### src/rtl/fifo_read_port.sv
// fifo_read_port
// Read-side output stage of an asynchronous FIFO. A two-entry buffer
// (head, tail) prefetches words from the FIFO memory, so the consumer
// sees a registered valid/data pair and can take one word per cycle.
//
// Handshake: a word moves to the consumer on every rising read_clk edge
// where out_valid=1 and out_ready=1. out_valid never depends on out_ready.
// out_data is held stable while out_valid=1 and out_ready=0.
// On the FIFO side, read_increment=1 means "the word on read_data is
// taken at this edge, advance the read pointer".
//
// Optional feature: define READ_PORT_LEVEL_EN to get a registered
// occupancy count on read_level. Without it, read_level is tied to 0.
//
// Ports:
//   read_clk, read_reset_n   read-domain clock, async active-low reset
//   read_empty               registered FIFO-empty flag
//   read_data                memory word at the current read address
//   read_pointer             Gray read pointer
//   read_to_write_pointer    Gray write pointer, synchronised to read_clk
//   read_increment           pop request to the pointer/empty stage
//   out_data, out_valid      head word and its valid flag
//   out_ready                consumer accepts out_data
//   read_level               occupancy in words (0 unless enabled)
//   debug_state              current buffer state (0 EMPTY, 1 ONE, 2 FULL)
module fifo_read_port #(
  parameter int DATA_WIDTH   = 8,
  parameter int ADDRESS_SIZE = 3
) (
  input  logic                    read_clk,
  input  logic                    read_reset_n,
  input  logic                    read_empty,
  input  logic [DATA_WIDTH-1:0]   read_data,
  input  logic [ADDRESS_SIZE:0]   read_pointer,
  input  logic [ADDRESS_SIZE:0]   read_to_write_pointer,
  output logic                    read_increment,
  output logic [DATA_WIDTH-1:0]   out_data,
  output logic                    out_valid,
  input  logic                    out_ready,
  output logic [ADDRESS_SIZE:0]   read_level,
  output logic [1:0]              debug_state
);

  // Encoding equals the number of buffered words.
  typedef enum logic [1:0] {
    EMPTY = 2'd0,
    ONE   = 2'd1,
    FULL  = 2'd2
  } state_t;

  state_t                  state, state_next;
  logic [DATA_WIDTH-1:0]   head, head_next;
  logic [DATA_WIDTH-1:0]   tail, tail_next;
  logic                    push, pop;

  always_ff @(posedge read_clk or negedge read_reset_n) begin
    if (!read_reset_n) begin
      state <= EMPTY;
      head  <= '0;
      tail  <= '0;
    end else begin
      state <= state_next;
      head  <= head_next;
      tail  <= tail_next;
    end
  end

  always_comb begin
    state_next = state;
    head_next  = head;
    tail_next  = tail;
    // Only registered signals feed push, so there is no combinational
    // path from out_ready to read_increment. FULL never refills, even
    // when draining this cycle; the slot is refilled on the next cycle.
    push = read_reset_n & ~read_empty & (state != FULL);
    pop  = (state != EMPTY) & out_ready;
    case (state)
      EMPTY: begin
        if (push) begin
          state_next = ONE;
          head_next  = read_data;
        end
      end
      ONE: begin
        if (push && pop) begin
          head_next = read_data;
        end else if (push) begin
          state_next = FULL;
          tail_next  = read_data;
        end else if (pop) begin
          state_next = EMPTY;
        end
      end
      FULL: begin
        if (pop) begin
          state_next = ONE;
          head_next  = tail;
        end
      end
      default: state_next = EMPTY;
    endcase
  end

  assign read_increment = push;
  assign out_valid      = (state != EMPTY);
  assign out_data       = head;
  assign debug_state    = state;

`ifdef READ_PORT_LEVEL_EN
  function automatic logic [ADDRESS_SIZE:0] gray2bin(input logic [ADDRESS_SIZE:0] g);
    logic [ADDRESS_SIZE:0] b;
    b[ADDRESS_SIZE] = g[ADDRESS_SIZE];
    for (int i = ADDRESS_SIZE - 1; i >= 0; i--) begin
      b[i] = b[i+1] ^ g[i];
    end
    return b;
  endfunction

  // Modular subtraction handles pointer wrap; the extra MSB keeps
  // "completely full" (2^ADDRESS_SIZE) distinct from empty.
  always_ff @(posedge read_clk or negedge read_reset_n) begin
    if (!read_reset_n) begin
      read_level <= '0;
    end else begin
      read_level <= gray2bin(read_to_write_pointer) - gray2bin(read_pointer);
    end
  end
`else
  logic unused_pointers;
  assign unused_pointers = ^{read_pointer, read_to_write_pointer};
  assign read_level      = '0;
`endif

endmodule

### config.mk
export PLATFORM = sky130hd
export DESIGN_NAME = fifo_read_port
export DESIGN_NICKNAME = d
export VERILOG_FILES = /design/src/rtl/fifo_read_port.sv
export SDC_FILE = /design/constraint.sdc
export NUM_CORES = 1
export LEC_CHECK = 0
export ABC_AREA = 1
export CAP_MARGIN = 30
export CORE_MARGIN = 2
export CORE_UTILIZATION = 46
export DETAILED_ROUTE_END_ITERATION = 6
export GPL_ROUTABILITY_DRIVEN = 1
export PLACE_DENSITY = 0.88
export SKIP_LAST_GASP = 1
export SYNTH_ARGS = -nofsm -noshare
export SYNTH_HDL_FRONTEND = slang
export SYNTH_SLANG_ARGS = --single-unit
export TNS_END_PERCENT = 100
### constraint.sdc
create_clock -name read_clk -period 1.7 [get_ports read_clk]
set_input_delay 0.255 -clock read_clk [delete_from_list [all_inputs] [get_ports read_clk]]
set_output_delay 0.255 -clock read_clk [all_outputs]
set_load 0.005 [all_outputs]
==> out/qor.yml, run 1 <==
status:
  status: "completed"
cells_and_area:
  drive_gt1_frac: 0.144
  fin_nets: 167
  num-fill-cells: 175
  syn2layout_area_growth_pct: 32.2
  diodes: 0
placement:
  pre_cts_ws_ns: -0.0283
  dp_hpwl_mm: 1.49
  placement.io_buffers: 23
  globalplace.congestion: 0.781
setup_path:
  crit_path_start_kind: "register"
  crit_chain: "inv_2, nand2_1, clkdlybuf4s50_1"
  crit_fanout: 3
  max_stage_delay_ns: 0.52
  path_class: "reg2out"
  slowest_stage: "clkdlybuf4s50_1"
  end_kind: "output port"
  required_ns: 1.44
  cp.arrival_ns: 1.41
yosys:
  ys_warn_count: 0
  yosys.area.top_type_share: 0.468
  synth_area_sq_um: 963
  synth_cell_types: 13
  yosysMostFrequentCell: "nand2_1"
  ys_seq_area_frac: 0.468
  synth_common_cells: "51 x nand2_1, 25 x nand3_1, 18 x dfrtp_1, 4 x buf_4"
  ys_seq_elements: 18
  synthTopCellsByArea: "dfrtp_1 47%, nand2_1 20%, nand3_1 13%, nand2_8 4.2%, nand2_4 3.5%"
  async_reset_ff_frac: 1.00
  syn_inst: 115
  ys.flop_type: "dfrtp_1"
  synth_edf_count: 0
  syn_avg_cell_area_sq_um: 8.38
  netlist.top_cell.by_area: "dfrtp_1"
drt:
  firstDrtPassIters: 4
  routed_wl_mm: 1.98
  remaining_drc_errors: 0
  drt_iter0_drc: 31
  routed_via_density: 4.92
  antenna_left: 0
  num_vias: 851
  wire_per_inst_um: 11.5
timing:
  clock_skew_ns: 0.00273
  drv_slew: 0
  finalSetupViolCount: 0
  fin_tns_setup_ns: 0
  period_minus_slack_ns: 1.66
  clock.fmax_mhz: 602
  fin_crit_sh: 0.978
  finalHoldViolations: 0
  setup_slack_ns: 0.0379
clock_network:
  clk_latency_ns: 0.29
  h-tree-depth: 1
  clk_pin_slew_worst_paths_ns: 0.10
  cts-buffers-inserted: 3
  tritoncts_num_sinks: 18
  tritoncts: "yes"
  root_buffer: "clkbuf_4"
  cts.path.max_buffers: 2
power:
  peakVddDrop_mv: 0.780
  seqPwrFrac: 0.380
  p_int_mw: 1.22
  combPwrFrac: 0.487
  p_sw_frac: 0.376
  powerDensity_nw_per_um2: 1530
  leakage_nw: 0.682
  p_sw_mw: 0.733
  p_clk_frac: 0.133
  power_mw: 1.95
job:
  drv_cap: 0
die:
  die_h_um: 49.8
  rows: 16
  fp.dieW_um: 49.8
  die-area_sq_um: 2480
  boundaryPins: 36
  start_util: 0.491
  fp.coreArea_sq_um: 1960
grt:
  grt_max_degree: 20
  grt_use_total: 0.170
  antenna_found_initial: 0
  overflow: 0
  grt_pass1_wl_mm: 3.16
  grt_pass1_vias: 731
worst_hold_path:
  holdCritPathClass: "in2async"
-- power groups by stage --
| stage | registers [mW] | logic, mW | clock network (mW) |
|---|---|---|---|
| final | 0.741 | 0.949 | 0.259 |
| after global routing | 0.761 | 1.05 | 0.286 |
| after CTS | 0.739 | 0.925 | 0.265 |
| after detailed placement | 0.747 | 0.925 | 0 |
| after global placement | 0.737 | 0.894 | 0 |
| after floorplan | 0.743 | 0.547 | 0 |
-- repair_timing --
action                                  in CTS  in global routing
hold buffers                                 0                  0
gates resized for setup                      1                  0
cloned                                       0                  0
setup buffers                                0                  2
endpoints found under the setup margin       1                  1
-- routing by layer --
layer  share of wire  track usage  vias to the layer above
met3           0.049       0.0212                        4
met2            0.49        0.276                       32
met4           0.021        0.116                        0
met5               0            0                        -
li1                -            -                      426
met1            0.44        0.210                      389
-- worst max-delay path: cells and delay by family (launching register included) --
kind / cells / cell delay [ns]
buffers and inverters: 2 / 0.58
AND/OR/NAND/NOR: 1 / 0.12
flip-flops: 1 / 0.42
-- flip-flops by register name, indices dropped and copies added, names as in the netlist --
register and cells:
debug_state 2, out_data 8, tail 8
-- area by class of cell --
cell class              count  area (sq um)  area share
multi-input cells          89           453       0.356
flip-flops and latches     18           450       0.354
repair buffers             30           282       0.221
clock buffers               4          36.3      0.0285
well taps                  27          33.8      0.0265
inverters                   5          18.8      0.0147
-- cells by family (layout without fill, tap and decap cells) --
kind of cell,count (synthesis),in the layout,synth area share
buffers and inverters,11,39,0.0740
AND/OR/NAND/NOR,83,83,0.444
flip-flops,18,18,0.468
other,1,4,0.00389
AO/OA/AOI/OAI,2,2,0.0104
-- per-stage QoR --
stage | hold WS, ns | cells | utilization | instance area, sq um
after detailed placement | 0.458 | 167 | 0.624 | 1220
after global placement | 0.454 | 167 | 0.624 | 1220
after floorplan | -0.0406 | 118 | - | 975
after global routing | 0.350 | 173 | 0.649 | 1270
after CTS | 0.332 | 171 | 0.642 | 1260
final | 0.321 | 173 | 0.649 | 1270
-- cell usage in the layout (no fill, tap or decap), types with 3 or more instances in the layout --
cell / count
nand2_1: 51
nand3_1: 25
clkdlybuf4s50_1: 22
dfrtp_1: 18
buf_4: 7
conb_1: 4
inv_2: 3
nand2_4: 3
clkbuf_4: 3
-- final timing paths --
| kind | start | endpoint | slack (ns) | depth (start not counted) |
|---|---|---|---|---|
| max | debug_state[0] | out_valid | 0.04 | 3 |
| max reg2reg | debug_state[0] | out_data[2] | 0.42 | 7 |
| min | read_reset_n | debug_state[0] | 0.32 | 2 |
| min reg2reg | out_data[0] | out_data[0] | 0.48 | 2 |
| max in group asynchronous | read_reset_n | tail[3] | 1.18 | 2 |
| min in group read_clk | out_data[0] | out_data[0] | 0.48 | 2 |
Power figures use the tool's default switching activity.
==> run 2: changes to the inputs <==
Settings changed: CORE_UTILIZATION 46 to 48, CTS_BUF_LIST set to sky130_fd_sc_hd__clkbuf_4, PLACE_DENSITY 0.88 to 0.91.
==> out/qor.yml, run 2 (synthesized netlist as in run 1, its figures left out) <==
status:
  status: "completed"
power:
  combPwrFrac: 0.489
  leakage_nw: 0.666
  p_sw_frac: 0.389
  powerDensity_nw_per_um2: 1510
  peakVddDrop_mv: 0.944
  p_sw_mw: 0.732
  seqPwrFrac: 0.395
  p_int_mw: 1.15
  p_clk_frac: 0.116
grt:
  grt_pass1_vias: 767
  grt_pass1_wl_mm: 3.13
  overflow: 0
  grt_use_total: 0.174
  antenna_found_initial: 0
  grt_max_degree: 20
die:
  die_h_um: 48.8
  die-area_sq_um: 2380
  fp.dieW_um: 48.8
  rows: 16
  start_util: 0.501
  fp.coreArea_sq_um: 1920
  boundaryPins: 36
drt:
  routed_wl_mm: 1.93
  remaining_drc_errors: 0
  routed.top_layer: "met4"
  firstDrtPassIters: 4
  drt_iter0_drc: 22
  num_vias: 829
  wl_met1_um: 767
  wire_per_inst_um: 11.3
  met2_length_um: 982
  antenna_left: 0
  route.met3.wl_um: 124
  routed_via_density: 4.85
cells_and_area:
  fin_nets: 165
  seqCellArea_sq_um: 450
  drive_gt1_frac: 0.132
  layout_commonest_cell: "nand2_1"
  fin_util: 0.651
  diodes: 0
  layout_common_cells: "50 x nand2_1, 25 x nand3_1, 22 x clkdlybuf4s50_1, 18 x dfrtp_1, 5 x buf_4"
  multi_input_area_sq_um: 455
  num-fill-cells: 170
  syn2layout_area_growth_pct: 29.9
placement:
  placement.io_buffers: 23
  globalplace.congestion: 0.793
  dp_hpwl_mm: 1.47
  pre_cts_ws_ns: -0.000898
clock_network:
  root_buffer: "clkbuf_4"
  h-tree-depth: 1
  cts-buffers-inserted: 3
  clk_latency_ns: 0.30
  tritoncts_num_sinks: 18
  clk_pin_slew_worst_paths_ns: 0.10
  tritoncts: "yes"
  cts_hold_buf: 0
  cts.path.max_buffers: 2
setup_path:
  path_class: "reg2out"
  cp.arrival_ns: 1.39
  end_kind: "output port"
  required_ns: 1.44
  crit_path_start_kind: "register"
  crit_fanout: 4
worst_hold_path:
  holdCritPathClass: "in2async"
timing:
  setup_slack_ns: 0.0589
  finalHoldViolations: 0
  fin_tns_setup_ns: 0
  fin_crit_sh: 0.965
  finalSetupViolCount: 0
  period_minus_slack_ns: 1.64
  clock_skew_ns: 0.00483
  clock.fmax_mhz: 609
  drv_slew: 0
  rsz0062_at_grt: "false"
  hold_slack_ns: 0.327
job:
  drv_cap: 0
==> run 2: cell count changes in the layout (fill, tap and decap cells not counted) <==
cell      delta
buf_4        -2
clkbuf_8     -1
clkinv_1     +1
nand2_1      -1
nand2_2      +1
==> run 2: layout make-up <==
cell class | count | share of cell area
Sequential cell | 18 | 0.360
Multi-Input combinational cell | 89 | 0.364
Tap cell | 27 | 0.0270
Timing Repair Buffer | 28 | 0.213
Clock inverter | 1 | 0.00300
Clock buffer | 3 | 0.0180
Inverter | 5 | 0.0150
==> run 2: worst paths after layout <==
check	end	start	slack, ns	cells after the start
max	out_valid	debug_state[1]	0.06	3
min	out_data[2]	read_reset_n	0.33	2
max reg2reg	out_data[1]	debug_state[0]	0.45	7
max in group asynchronous	debug_state[1]	read_reset_n	1.16	2
min in group read_clk	out_data[5]	out_data[5]	0.48	2
min reg2reg	out_data[5]	out_data[5]	0.48	2
==> run 2: timing repair <==
| action | 4_1_cts | 5_1_grt |
|---|---|---|
| endpoints found under the setup margin | 1 | 1 |
| resized for setup | 1 | 1 |
| buffers inserted | 0 | 0 |
| cloned | 0 | 0 |
==> run 2: stage by stage <==
step | instances | power (mW) | cell area, sq um
after floorplan | 118 | 1.29 | 975
after global placement | 167 | 1.63 | 1220
after detailed placement | 167 | 1.67 | 1220
after CTS | 171 | 1.89 | 1250
after global routing | 171 | 2.03 | 1250
final | 171 | 1.89 | 1250
==> run 2: power by group through the flow <==
stage / Clock [mW] / Sequential [mW] / Combinational, mW
2_1_floorplan: 0 / 0.743 / 0.547
3_5_place_dp: 0 / 0.751 / 0.921
6_report: 0.219 / 0.744 / 0.921
5_1_grt: 0.240 / 0.769 / 1.02
3_3_place_gp: 0 / 0.736 / 0.896
4_1_cts: 0.221 / 0.744 / 0.922
==> run 2: routing by layer <==
metal  up-vias  track usage
met5         -            0
met4         0        0.105
met3         5       0.0307
met2        38        0.320
met1       367        0.184
li1        419            -
==> run 2: critical path: stages, from the launching register on <==
cell             delay [ns]
dfrtp_1                0.42
inv_2                  0.08
nand2_2                0.09
clkdlybuf4s50_1        0.51
==> run 3: changes to the inputs <==
Settings changed: CORE_UTILIZATION 48 to 45, PLACE_DENSITY 0.91 to 0.86.
Clock period 1.7 ns to 1.72 ns, I/O delays scaled along.
==> out/qor.yml, run 3 (synthesized netlist as in run 1, its figures left out) <==
status:
  status: "completed"
setup_path:
  path_buf_inv: 2
  required_ns: 1.46
  cp.arrival_ns: 1.39
  max_stage_delay_ns: 0.50
  slowest_stage: "clkdlybuf4s50_1"
  cp_top_family: "buffers and inverters"
  crit_path_start_kind: "register"
  path_class: "reg2out"
  crit_fanout: 4
  reg2reg_slack_ns: 0.46
  end_kind: "output port"
  crit_chain: "inv_2, nand2_2, clkdlybuf4s50_1"
die:
  fp.coreArea_sq_um: 1980
  boundaryPins: 36
  start_util: 0.486
  fp.dieW_um: 50.3
  die_h_um: 50.3
  die-area_sq_um: 2530
  rows: 16
drt:
  drt_iter0_drc: 32
  remaining_drc_errors: 0
  wire_per_inst_um: 12.3
  antenna_left: 0
  num_vias: 865
  routed_wl_mm: 2.10
  routed_via_density: 5.06
  firstDrtPassIters: 4
cells_and_area:
  fin_util: 0.633
  layout_common_cells: "50 x nand2_1, 25 x nand3_1, 22 x clkdlybuf4s50_1, 18 x dfrtp_1, 5 x buf_4"
  fin_nets: 165
  drive_gt1_frac: 0.132
  layout_commonest_cell: "nand2_1"
  diodes: 0
  syn2layout_area_growth_pct: 30.3
  num-fill-cells: 167
timing:
  finalHoldViolations: 0
  clock_skew_ns: 0.00302
  rsz0062_at_grt: "true"
  clock.fmax_mhz: 607
  finalSetupViolCount: 0
  drv_slew: 0
  period_minus_slack_ns: 1.65
  fin_crit_sh: 0.957
clock_network:
  cts.path.max_buffers: 2
  cts_hold_buf: 0
  root_buffer: "clkbuf_4"
  clk_latency_ns: 0.29
  cts-buffers-inserted: 3
  tritoncts: "yes"
  tritoncts_num_sinks: 18
  clk_pin_slew_worst_paths_ns: 0.11
  h-tree-depth: 1
grt:
  overflow: 0
  grt_use_total: 0.191
  grt_pass1_wl_mm: 3.69
  grt_pass1_vias: 816
  grt_max_degree: 20
  antenna_found_initial: 0
power:
  p_clk_frac: 0.116
  powerDensity_nw_per_um2: 1510
  seqPwrFrac: 0.387
  leakage_nw: 0.678
  p_sw_mw: 0.744
  power_mw: 1.89
  p_sw_frac: 0.393
  peakVddDrop_mv: 0.769
  combPwrFrac: 0.497
  p_int_mw: 1.15
placement:
  globalplace.congestion: 0.867
  dp_hpwl_mm: 1.58
  placement.io_buffers: 23
worst_hold_path:
  holdCritPathClass: "in2async"
job:
  drv_cap: 0
run 3: changes by cell type in the layout (fill, tap and decap cells not counted):
cell | previous run | this run
dlygate4sd2_1 | 1 | 0
dlymetal6s2s_1 | 0 | 1
run 3: power groups by stage:
stage          combinational [mW]  clock, mW  sequential, mW
3_5_place_dp                0.923          0           0.742
6_report                    0.942      0.220           0.733
2_1_floorplan               0.541          0           0.734
4_1_cts                     0.926      0.218           0.732
5_1_grt                      1.04      0.245           0.761
3_3_place_gp                0.889          0           0.729
run 3: metal layers:
layer | vias up | track usage | part of all wire
met2 | 30 | 0.325 | 0.52
met3 | 4 | 0.0208 | 0.044
li1 | 418 | - | -
met1 | 413 | 0.250 | 0.42
met5 | - | 0 | 0
met4 | 0 | 0.0694 | 0.014
run 3: area by class of cell:
type,instances,area [sq um],area share
multi-input combinational,89,455,0.363
sequential,18,450,0.359
timing repair buffer,28,270,0.215
tap,27,33.8,0.0269
clock buffer,3,22.5,0.0179
inverter,5,18.8,0.0150
clock inverter,1,3.75,0.00299
run 3: final timing paths:
kind	from	endpoint	cells past startpoint
min in group read_clk	out_data[1]	out_data[1]	2
worst min register to register	out_data[1]	out_data[1]	2
worst min-delay path	read_reset_n	out_data[4]	2
worst max-delay path	debug_state[1]	out_valid	3
worst max register to register	debug_state[0]	out_data[3]	7
max in group asynchronous	read_reset_n	tail[2]	2
run 3: worst reg2reg max path: stages (launching register included):
cell	delay (ns)
dfrtp_1	0.42
inv_2	0.09
buf_4	0.20
nand2_4	0.13
nand2_8	0.14
nand2_8	0.07
nand2_1	0.06
nand2_1	0.05
run 3: metrics by stage:
step	cell area, sq um	TNS, ns	instances	hold slack, ns	setup slack, ns
after floorplan	975	0	118	-0.0376	0.697
after global placement	1220	0	166	0.454	0.0185
after detailed placement	1220	-0.00699	166	0.460	-0.00699
after CTS	1240	0	170	0.345	0.0107
after global routing	1250	-0.0116	171	0.351	-0.0116
final	1250	0	171	0.332	0.0738
run 3: timing repair:
| item | in CTS | in global routing |
|---|---|---|
| endpoints found under the setup margin | 0 | 2 |
| gates resized for setup | 0 | 2 |
| buffers inserted | 0 | 1 |
